### src/rtl/probe_uart_tx.sv
// probe_uart_tx: debug sink for the processor's 32-bit probe word.
// Each new probe value is sent on a UART TX line as 8 uppercase ASCII hex digits
// (most significant nibble first), followed by CR LF. A one-entry pending slot
// sits between the probe and the slow serial link. If a pending value is replaced
// before it has been sent, overrun pulses for one cycle.
//
// Build option: define PROBE_UART_PARITY_EN to add an even-parity bit after the
// data bits (11-bit frame). Without it each character is sent as plain 8N1.
//
// Ports:
//   clock     in   1   master clock, rising edge
//   reset     in   1   asynchronous reset, active low
//   probe     in   32  probe word, sampled on every clock
//   send_req  in   1   one-cycle pulse: queue the current probe even if it has not changed
//   tx        out  1   UART serial output, idle high, LSB first
//   busy      out  1   high while a message is being shifted out
//   overrun   out  1   one-cycle pulse: a pending, unsent value was overwritten
module probe_uart_tx #(
    parameter int unsigned CLKS_PER_BIT = 434
) (
    input  logic        clock,
    input  logic        reset,
    input  logic [31:0] probe,
    input  logic        send_req,
    output logic        tx,
    output logic        busy,
    output logic        overrun
);

    localparam int unsigned CntW = (CLKS_PER_BIT > 1) ? $clog2(CLKS_PER_BIT) : 1;
    localparam logic [CntW-1:0] CntLast = CntW'(CLKS_PER_BIT - 1);

    typedef enum logic [2:0] {
        StIdle,
        StStart,
        StData,
`ifdef PROBE_UART_PARITY_EN
        StParity,
`endif
        StStop
    } state_e;

    state_e          state_q, state_d;
    logic [CntW-1:0] cnt_q;
    logic [2:0]      bit_idx_q;
    logic [3:0]      char_idx_q;
    logic [31:0]     msg_q;
    logic [31:0]     pending_q;
    logic            pending_valid_q;
    logic [31:0]     last_seen_q;
    logic            overrun_q;

    logic            tick;
    logic            last_char;
    logic            evt;
    logic            take;
    logic [3:0]      nibble;
    logic [7:0]      cur_char;

    function automatic logic [7:0] hex_ascii(input logic [3:0] n);
        // 'A' - 10 = 0x37
        return (n < 4'd10) ? (8'h30 + {4'h0, n}) : (8'h37 + {4'h0, n});
    endfunction

    assign tick      = (cnt_q == CntLast);
    assign last_char = (char_idx_q == 4'd9);
    assign evt       = (probe != last_seen_q) | send_req;
    // Pending entry is consumed when a message starts, either from idle or
    // directly after the final STOP of the previous message.
    assign take      = pending_valid_q &&
                       ((state_q == StIdle) || ((state_q == StStop) && tick && last_char));

    // State register
    always_ff @(posedge clock or negedge reset) begin
        if (!reset) begin
            state_q <= StIdle;
        end else begin
            state_q <= state_d;
        end
    end

    // Next-state logic
    always_comb begin
        state_d = state_q;
        unique case (state_q)
            StIdle: begin
                if (pending_valid_q) state_d = StStart;
            end
            StStart: begin
                if (tick) state_d = StData;
            end
            StData: begin
                if (tick && (bit_idx_q == 3'd7)) begin
`ifdef PROBE_UART_PARITY_EN
                    state_d = StParity;
`else
                    state_d = StStop;
`endif
                end
            end
`ifdef PROBE_UART_PARITY_EN
            StParity: begin
                if (tick) state_d = StStop;
            end
`endif
            StStop: begin
                if (tick) begin
                    if (!last_char || pending_valid_q) state_d = StStart;
                    else                               state_d = StIdle;
                end
            end
            default: state_d = StIdle;
        endcase
    end

    // Character currently on the wire
    always_comb begin
        nibble = 4'h0;
        case (char_idx_q)
            4'd0:    nibble = msg_q[31:28];
            4'd1:    nibble = msg_q[27:24];
            4'd2:    nibble = msg_q[23:20];
            4'd3:    nibble = msg_q[19:16];
            4'd4:    nibble = msg_q[15:12];
            4'd5:    nibble = msg_q[11:8];
            4'd6:    nibble = msg_q[7:4];
            4'd7:    nibble = msg_q[3:0];
            default: nibble = 4'h0;
        endcase
        if (char_idx_q == 4'd8)      cur_char = 8'h0D;
        else if (char_idx_q == 4'd9) cur_char = 8'h0A;
        else                         cur_char = hex_ascii(nibble);
    end

    // Outputs, decoded from the registered state so reset forces them at once
    always_comb begin
        tx = 1'b1;
        unique case (state_q)
            StIdle:   tx = 1'b1;
            StStart:  tx = 1'b0;
            StData:   tx = cur_char[bit_idx_q];
`ifdef PROBE_UART_PARITY_EN
            StParity: tx = ^cur_char;
`endif
            StStop:   tx = 1'b1;
            default:  tx = 1'b1;
        endcase
        busy    = (state_q != StIdle);
        overrun = overrun_q;
    end

    // Bit timing, character sequencing and the pending slot
    always_ff @(posedge clock or negedge reset) begin
        if (!reset) begin
            cnt_q           <= '0;
            bit_idx_q       <= 3'd0;
            char_idx_q      <= 4'd0;
            msg_q           <= 32'h0;
            pending_q       <= 32'h0;
            pending_valid_q <= 1'b0;
            last_seen_q     <= 32'h0;
            overrun_q       <= 1'b0;
        end else begin
            if ((state_q == StIdle) || tick) cnt_q <= '0;
            else                             cnt_q <= cnt_q + 1'b1;

            // Wraps 7 -> 0 on its own, so every character starts at bit 0
            if ((state_q == StData) && tick) bit_idx_q <= bit_idx_q + 3'd1;

            if (take) begin
                char_idx_q <= 4'd0;
            end else if ((state_q == StStop) && tick) begin
                char_idx_q <= last_char ? 4'd0 : (char_idx_q + 4'd1);
            end

            if (take) msg_q <= pending_q;

            if (evt) begin
                pending_q   <= probe;
                last_seen_q <= probe;
            end

            if (evt)       pending_valid_q <= 1'b1;
            else if (take) pending_valid_q <= 1'b0;

            overrun_q <= evt && pending_valid_q && !take;
        end
    end

endmodule

### config.mk
export PLATFORM = sky130hd
export DESIGN_NAME = probe_uart_tx
export DESIGN_NICKNAME = d
export VERILOG_FILES = /design/src/rtl/probe_uart_tx.sv
export SDC_FILE = /design/constraint.sdc
export NUM_CORES = 1
export LEC_CHECK = 0
export CORE_AREA = 4 4 96 98
export DETAILED_ROUTE_END_ITERATION = 10
export DIE_AREA = 0 0 100 102
export PLACE_DENSITY = 0.75
export SYNTH_ARGS = -nofsm -noshare
export SYNTH_HDL_FRONTEND = slang
export SYNTH_SLANG_ARGS = --single-unit
### constraint.sdc
create_clock -name clock -period 3 [get_ports clock]
set_clock_uncertainty 0.05 [all_clocks]
set_input_delay 0.9 -clock clock [delete_from_list [all_inputs] [get_ports clock]]
set_output_delay 0.9 -clock clock [all_outputs]
set_load 0.1 [all_outputs]
# Yosys cells after proc, flatten, opt, wreduce, memory -nomap -nowiden
# Index checks and enable logic that the tools add are counted.
# word_totals
ff_bits	85
output_inout_bits	3
# op_classes
addsub	5
magnitude_cmp	2
n_eq_ne	19
muxes	19
bitwise_logic	1
n_reduce_logical	18
# ops
op	n
32-bit != test	1
4-bit case mux with 8 select lines	1
7-bit 2-to-1 mux	3
4-bit by 3-bit == test with 1-bit output, second input constant	4
6-bit by 4-bit adder with 7-bit output, first input constant	2
3-bit 2-to-1 mux	4
4-bit 2-to-1 mux	3
3-bit case mux with 4 select lines	1
9-bit by 1-bit adder with 9-bit output, second input constant	1
9-bit == test, second input constant	1
9-bit 2-to-1 mux	1
4-bit by 2-bit == test with 1-bit output, second input constant	2
4-bit == test, second input constant	2
2-bit != test, second input constant	4
1-bit logical AND	7
3-bit by 2-bit == test with 1-bit output, second input constant	2
4-bit by 1-bit adder with 4-bit output, second input constant	1
4-bit by 1-bit == test with 1-bit output, second input constant	1
4-bit logical NOT	1
3-bit by 4-bit < comparator with 1-bit output, second input constant	1
4-bit < comparator, second input constant	1
1-bit 2-to-1 mux	4
4-bit AND reduction	1
2-bit nonzero test	2
10 further kinds	13

# Logic depth before layout (Yosys ltp)
# Gate-level depths: netlist (run 1).
# logic_depth
ltp_word	9
ltp_mapped	12

# Worst setup path after synthesis (run 1)
# No wires, ideal clock.
# synth_timing
kind	register -> output
startpoint	register char_idx_q[2]
endpoint	output tx
arrival_time_ps	3648
required_ps	2050
setup_slack_ps	-1598
stages_incl_launch_ff	12
path_buffers	3
cell_sequence	dfrtp_1 > buf_6 > buf_6 > buf_6 > mux2i_1 > mux4_2 > a21o_1 > ha_1 > o211ai_1 > a21oi_1 > a211o_1 > o211ai_1
# synth_between
elab_chain_cells	9
word_cells_on_any_way	20
classes_between	add/sub (2); order compare (1); eq/ne (9); mux (7); reduce/logical (1)
# synth_rtl
item	line_no	rtl
start, declared	46	logic [3:0] char_idx_q;
start signal, assigned	173	char_idx_q <= last_char ? 4'd0 : (char_idx_q + 4'd1);
4-bit by 3-bit == test with 1-bit output (tied with other cells)	119	case (char_idx_q)
4-bit case mux with 8 select lines	119	
6-bit by 4-bit adder with 7-bit output / 4-bit < comparator (equally long branches)	62	return (n < 4'd10) ? (8'h30 + {4'h0, n}) : (8'h37 + {4'h0, n});
7-bit 2-to-1 mux	62	
7-bit 2-to-1 mux	131	else if (char_idx_q == 4'd9) cur_char = 8'h0A;
7-bit 2-to-1 mux (*)	130	if (char_idx_q == 4'd8) cur_char = 8'h0D;
1-bit binary-select mux with 3-bit select (*)	141	StData: tx = cur_char[bit_idx_q];
1-bit 2-to-1 mux (not written as such) (*)	141	
1-bit case mux with 2 select lines (*)	138	unique case (state_q)
end, declared	25	output logic tx,
# Mark *: on every way between the ends. The rest lies on a longest branch, timed or not. The select of a mux whose other input is x is not followed.

# Worst setup path in the final report (run 1)
# Ends and elaborated chain as after synthesis.

==> flow_summary.yaml, run 1 <==
clock_network:
  h-tree-depth: 3
  clkTransAtPathRegs_ns: 0.09
  cts_buffer_depth: 2
  cts_tree: "done"
  cts_buffers: 9
  hold_buffers: 0
  root_buffer: "clkbuf_8"
  cts.sinks: 84
  worstSkewPairLatency_ns: 0.36
timing:
  maxSlewViolCount: 0
  period_share: 1.30
  finalWorstSetupSlack_ns: -0.902
  setup_violations: 1
  rsz0062_at_grt: "yes"
  slew_headroom: 0.687
  worstMarginPinSlew_ns: 0.469
  fin_tns_setup_ns: -0.902
  period_minus_slack_ns: 3.90
  hold_viol: 0
  fmax_mhz: 256
drt:
  drcViolationCount: 0
  vias: 2711
  drt_iter0_drc: 100
  wirelength_um: 7970
  antenna_left: 0
  wl_per_cell_um: 15.5
  dr.pass1.iters: 5
  vias_per_cell: 5.26
global_route:
  grt_pass1_vias: 2766
  grt_antenna_before_repair: 0
  grt_pass1_wl_um: 13300
  grt_max_degree: 52
  grt_use_total: 0.166
  overflow: 0
layout:
  fin_cells: 515
  final_util: 0.604
  drive_gt1_frac: 0.260
  syn_to_final_growth_pct: 21.1
  nets: 446
  n_fill_cell: 661
  num_antenna_cells: 0
critical_path:
  path_class: "reg -> out"
  worstPathMaxFanout: 7
  slowest_stage: "mux4_2"
  cp_data_arrival_time_ns: 2.95
  critPathMostFrequentCell: "o211ai_1"
  crit_family: "compound AO/OA/AOI/OAI gates"
  cp_cell_sequence: "buf_6 -> mux2i_1 -> mux4_2 -> a21o_1 -> ha_1 -> o211ai_1 -> a21oi_1 -> a211o_1 -> o211ai_1 -> clkbuf_16"
  regToRegSetupSlack_ns: 0.42
  crit_path_end_kind: "output port"
  critPathRequiredTime_ns: 2.05
  slowest_delay_ns: 0.47
  worst-path-buf-inv: 2
  crit_path_start_kind: "flip-flop"
power_and_ir_drop:
  power_frac_clock: 0.392
  share_seq_of_total_power: 0.525
  p_int_mw: 1.79
  power.switching_uw: 514
  p_leak_nw: 2.20
  peakVddDrop_v: 0.000306
  power_mw: 2.30
  combPwrFrac: 0.083
  power.density_mw_per_mm2: 450
  switching_share: 0.223
logic_synthesis:
  synth_area_mm2: 0.00422
  synth.most_common_cell: "dfrtp_1"
  yosys.area.top_type_share: 0.498
  yosysUniqueCellTypes: 63
  syn_area_per_cell_um2: 11.8
  syn_inst: 359
  ys_warn_count: 0
  ys_seq_area_frac: 0.498
  ys_seq_elements: 84
  yosys.area.top_type: "dfrtp_1"
  syn_nets: 403
  synth_ff_type: "dfrtp_1"
  yosys-top-cells-area: "dfrtp_1 50%, mux2_4 7.1%, xor2_1 4.6%"
  ys_top_cells_by_count: "84 x dfrtp_1, 33 x clkbuf_1, 25 x nor2_1, 22 x xor2_1"
  synth_edf_count: 0
  async_reset_ff_frac: 1.00
outcome:
  outcome: "complete, but fails checks"
  violations: "negative setup slack"
placed_design:
  portBuffers: 37
  gp_congestion: 0.857
  dp_cells: 494
  post-dp-hpwl_um: 5640
job:
  drv_cap: 0
floorplan:
  die_h_um: 102
  dieArea_mm2: 0.0102
  num_rows: 34
  core_area_mm2: 0.00847
  die_width_um: 100
  io_pins: 38
  start_util: 0.499
hold_path:
  hold_class: "in -> async"
[final timing paths]
check | start | end | cells after the start
hold / removal | reset | bit_idx_q[0]$_DFFE_PN0P_ | 1
setup / recovery | char_idx_q[2]$_DFFE_PN0P_ | tx | 10
hold reg to reg | cnt_q[0]$_DFF_PN0_ | cnt_q[0]$_DFF_PN0_ | 1
setup reg to reg | cnt_q[6]$_DFF_PN0_ | msg_q[27]$_DFFE_PN0P_ | 8
min in group clock | cnt_q[0]$_DFF_PN0_ | cnt_q[0]$_DFF_PN0_ | 1
max in group asynchronous | reset | char_idx_q[2]$_DFFE_PN0P_ | 2
[state kept, by name, summed over array words and instances, names as in the netlist]
signal,flops
last_seen_q,32
msg_q,32
cnt_q,9
char_idx_q,4
bit_idx_q,3
state_q,2
overrun,1
pending_valid_q,1
[power groups by stage]
stage	Combinational, mW	Clock (mW)	Sequential [mW]
floorplan	0.0945	0	1.22
global placement	0.181	0	1.23
detailed placement	0.186	0	1.23
CTS	0.191	0.928	1.21
global route	0.210	0.977	1.21
finish	0.191	0.901	1.21
[final cells by class]
class / instances / area (um2) / share of cell area
inverters: 9 / 33.8 / 0.00661
well taps: 108 / 135 / 0.0264
multi-input cells: 221 / 1900 / 0.371
clock inverters: 5 / 83.8 / 0.0164
clock buffers: 11 / 141 / 0.0277
flip-flops and latches: 84 / 2100 / 0.412
repair buffers: 77 / 716 / 0.140
[layout by cell type (no fill, tap or decap), types with 10 or more instances in the layout]
cell type | synthesis | final
nand3_1 | 10 | 10
buf_4 | 1 | 36
clkbuf_8 | 0 | 10
nand2_1 | 10 | 10
mux2_4 | 20 | 20
xor2_1 | 22 | 22
clkdlybuf4s50_1 | 0 | 33
nor2_1 | 25 | 25
dfrtp_1 | 84 | 83
xnor2_1 | 20 | 20
[repair_timing]
item,CTS,global route
resized for setup,9,9
endpoints found under the setup margin,3,3
hold endpoints to repair,0,0
pin swaps,3,11
setup buffers,4,1
[logic make-up after synthesis]
kind of cell / count (synthesis) / synth area share
buffers and inverters: 54 / 0.0676
adder cells (fa/ha/maj): 9 / 0.0267
AND/OR/NAND/NOR: 90 / 0.127
multiplexers: 41 / 0.128
AO/OA/AOI/OAI: 39 / 0.0658
flip-flops: 84 / 0.498
XOR/XNOR: 42 / 0.0871
[metrics by stage]
| step | hold WS [ns] | setup slack, ns | cell area, um2 |
|---|---|---|---|
| finish | 0.438 | -0.902 | 5110 |
| global route | 0.461 | -0.988 | 5110 |
| CTS | 0.441 | -0.860 | 5060 |
| detailed placement | 0.428 | -0.618 | 4770 |
| global placement | 0.419 | -0.501 | 4770 |
| floorplan | 0.399 | -1.56 | 4220 |
[layer usage]
layer  global-route usage  vias to the layer above  part of all wire
li1                     -                     1312                 -
met1                0.212                     1340              0.44
met2                0.277                       47              0.51
met3               0.0396                       12             0.036
met4               0.0632                        0             0.017
met5                    0                        -                 0
Note: power is estimated with default switching activity, not from simulation.
==> run 2, diff against run 1 <==
==> config.mk (replaced) <==
export PLATFORM = sky130hd
export DESIGN_NAME = probe_uart_tx
export DESIGN_NICKNAME = d
export VERILOG_FILES = /design/src/rtl/probe_uart_tx.sv
export SDC_FILE = /design/constraint.sdc
export NUM_CORES = 1
export LEC_CHECK = 0
export ABC_AREA = 1
export CORE_AREA = 4 4 94 96
export DETAILED_ROUTE_END_ITERATION = 10
export DIE_AREA = 0 0 98 100
export PLACE_DENSITY = 0.76
export SYNTH_ARGS = -nofsm -noshare
export SYNTH_HDL_FRONTEND = slang
export SYNTH_SLANG_ARGS = --single-unit
==> run 2 against run 1 <==
  * Non-clock buffer count decreased by 4
  * First-iteration DRC count increased by 110%
  * Global-route usage increased by 1.9 points
  * Worst hold slack got worse by 0.0025 ns
  * Clock-buffer cell count increased by 2
  * Fmax increased by 12%
  * Flip-flop and latch count unchanged
  * Wire length increased by 5.7%
  * The flow still finishes with violations (negative setup slack)
==> flow_summary.yaml, run 2 <==
outcome:
  outcome: "complete, but fails checks"
  violations: "negative setup slack"
floorplan:
  die_h_um: 100
  io_pins: 38
  num_rows: 33
  start_util: 0.507
  dieArea_mm2: 0.00980
  core_area_mm2: 0.00805
  die_width_um: 98
critical_path:
  setup.worst_path.start: "char_idx_q[2]$_DFFE_PN0P_"
  cp_cell_sequence: "buf_6 -> buf_4 -> nand2_4 -> nor2_4 -> nand2_2 -> nand4_1 -> nor2_4 -> ha_4 -> inv_2 -> nand3_2 -> nand4_1 -> nand2_1 -> nand2_1 -> nand3_1 -> nand2_1 -> nand2_2 -> nand2_8 -> buf_12"
  slowest_delay_ns: 0.42
  cp_data_arrival_time_ns: 2.52
  worst-path-buf-inv: 4
  crit_path_start_kind: "flip-flop"
  path_class: "reg -> out"
  slowest_stage: "dfrtp_2"
  r2r_start: "cnt_q[2]$_DFF_PN0_"
  crit_family: "simple AND/OR/NAND/NOR gates"
  crit_path_end_kind: "output port"
  worstPathMaxFanout: 3
  critPathRequiredTime_ns: 2.05
  critPathMostFrequentCell: "nand2_1"
  regToRegSetupSlack_ns: 0.72
clock_network:
  cts.sinks: 84
  hold_buffers: 0
  cts_buffer_depth: 2
  worstSkewPairLatency_ns: 0.36
  cts_buffers: 9
  clkTransAtPathRegs_ns: 0.08
  root_buffer: "clkbuf_8"
  h-tree-depth: 3
  cts_tree: "done"
placed_design:
  gp_congestion: 0.848
  post-dp-hpwl_um: 5980
  portBuffers: 37
  preCtsSetupSlack_ns: -0.138
  postPlaceCellArea_mm2: 0.00461
logic_synthesis:
  syn_inst: 482
  ys_top_cells_by_count: "125 x nand2_1, 84 x dfrtp_1, 44 x inv_1, 39 x nand3_1, 35 x clkbuf_1"
  ys_warn_count: 0
  syn_area_per_cell_um2: 8.47
  synth_ff_type: "dfrtp_1"
  async_reset_ff_frac: 1.00
  yosys.area.top_type_share: 0.515
  ys_seq_elements: 84
  synth_edf_count: 0
  yosys-top-cells-area: "dfrtp_1 52%, nand2_1 11%, nand3_1 4.8%"
  ys_seq_area_frac: 0.515
  synth_area_mm2: 0.00408
  synth.most_common_cell: "nand2_1"
  yosys.area.top_type: "dfrtp_1"
  yosysUniqueCellTypes: 33
  syn_nets: 526
timing:
  maxSlewViolCount: 0
  period_share: 1.16
  period_minus_slack_ns: 3.47
  rsz0062_at_grt: "yes"
  worstMarginPinSlew_ns: 0.574
  slew_headroom: 0.617
  fmax_mhz: 288
  fin_tns_setup_ns: -0.470
  setup_violations: 1
  finalWorstSetupSlack_ns: -0.470
  hold_viol: 0
layout:
  num_antenna_cells: 0
  largestRegisters: "last_seen_q x32, msg_q x32, cnt_q x9"
  nets: 570
  mostFrequentLayoutCells: "116 x nand2_1, 80 x dfrtp_1, 43 x inv_1, 34 x nand3_1"
  syn_to_final_growth_pct: 23.3
  design_area_mm2: 0.00503
  drive_gt1_frac: 0.196
  final_common_cell: "nand2_1"
power_and_ir_drop:
  p_leak_nw: 2.43
  power_mw: 2.21
  power.density_mw_per_mm2: 440
  peakVddDrop_v: 0.000298
global_route:
  grt_use_total: 0.185
  grt_pass1_vias: 3160
  grt_antenna_before_repair: 0
  grt_pass1_wl_um: 14700
  grt_max_degree: 44
  overflow: 0
drt:
  drt_iter0_drc: 213
  wirelength_um: 8420
  wl_per_cell_um: 13.2
  dr.pass1.iters: 4
  antenna_left: 0
  drcViolationCount: 0
  vias_per_cell: 5.03
  vias: 3202
job:
  drv_cap: 0
hold_path:
  hold_class: "reg -> reg"
  min_from: "msg_q[22]$_DFFE_PN0P_"
==> run 2: changes by cell type after synthesis, sizes merged, moves of 7 or more <==
cell and delta:
nand2 +121, inv +45, xor2 -9, xnor2 -14, mux2 -35, buf -7
o21ai +22, nand3 +28
==> run 2: worst reg2reg max path: stages (launching register included) <==
cell	delay [ns]
dfrtp_1	0.42
nor4_1	0.36
nand3_1	0.22
inv_2	0.13
nand2_1	0.09
nand2_1	0.10
nand2_2	0.19
buf_4	0.32
a41oi_1	0.24
inv_1	0.05
==> run 2: path summary, 6_finish.rpt <==
check,to,cells after the start
setup / recovery,tx,18
hold reg to reg,msg_q[22]$_DFFE_PN0P_,2
setup reg to reg,char_idx_q[1]$_DFFE_PN0P_,9
max in group asynchronous,last_seen_q[22]$_DFFE_PN0P_,2
hold / removal,msg_q[22]$_DFFE_PN0P_,2
min in group asynchronous,cnt_q[6]$_DFF_PN0_,1
==> run 2: final cells by class <==
type	instances	area (um2)
Inverter	55	209
Fill cell	673	3020
Timing Repair Buffer	73	674
Multi-Input combinational cell	303	1710
Clock buffer	13	159
Clock inverter	3	45.0
Tap cell	105	131
Sequential cell	84	2110
==> run 2: repair_timing <==
action / in CTS / in global routing
buffers inserted: 13 / 1
pin swaps: 18 / 15
gates resized for setup: 28 / 6
setup endpoints to repair: 1 / 1
==> run 2: per-layer routing <==
metal,GRT usage,vias up,wire (um)
li1,-,1611,-
met1,0.242,1525,3880
met2,0.307,54,4100
met3,0.0285,12,301
met4,0.0820,0,137
met5,0,-,0
==> run 2: power breakdown <==
part	switching [mW]	internal (mW)	leakage (nW)
registers	0.0273	1.18	0.993
logic	0.0910	0.0924	1.34
clock network	0.395	0.431	0.0959
==> run 2: per-stage QoR <==
step	hold WS, ns	instances	util
after floorplan	0.399	482	-
final	0.435	636	0.625
after CTS	0.438	635	0.621
after detailed placement	0.418	606	0.573
after global placement	0.417	606	0.573
after global routing	0.450	636	0.625
==> run 2: cells by family (layout without fill, tap and decap cells) <==
group / count (synthesis) / in the layout / share of synthesized area
flip-flops: 84 / 84 / 0.515
XOR/XNOR: 19 / 19 / 0.0408
AND/OR/NAND/NOR: 226 / 226 / 0.255
adder cells (fa/ha/maj): 9 / 9 / 0.0276
buffers and inverters: 95 / 144 / 0.0920
AO/OA/AOI/OAI: 49 / 49 / 0.0693
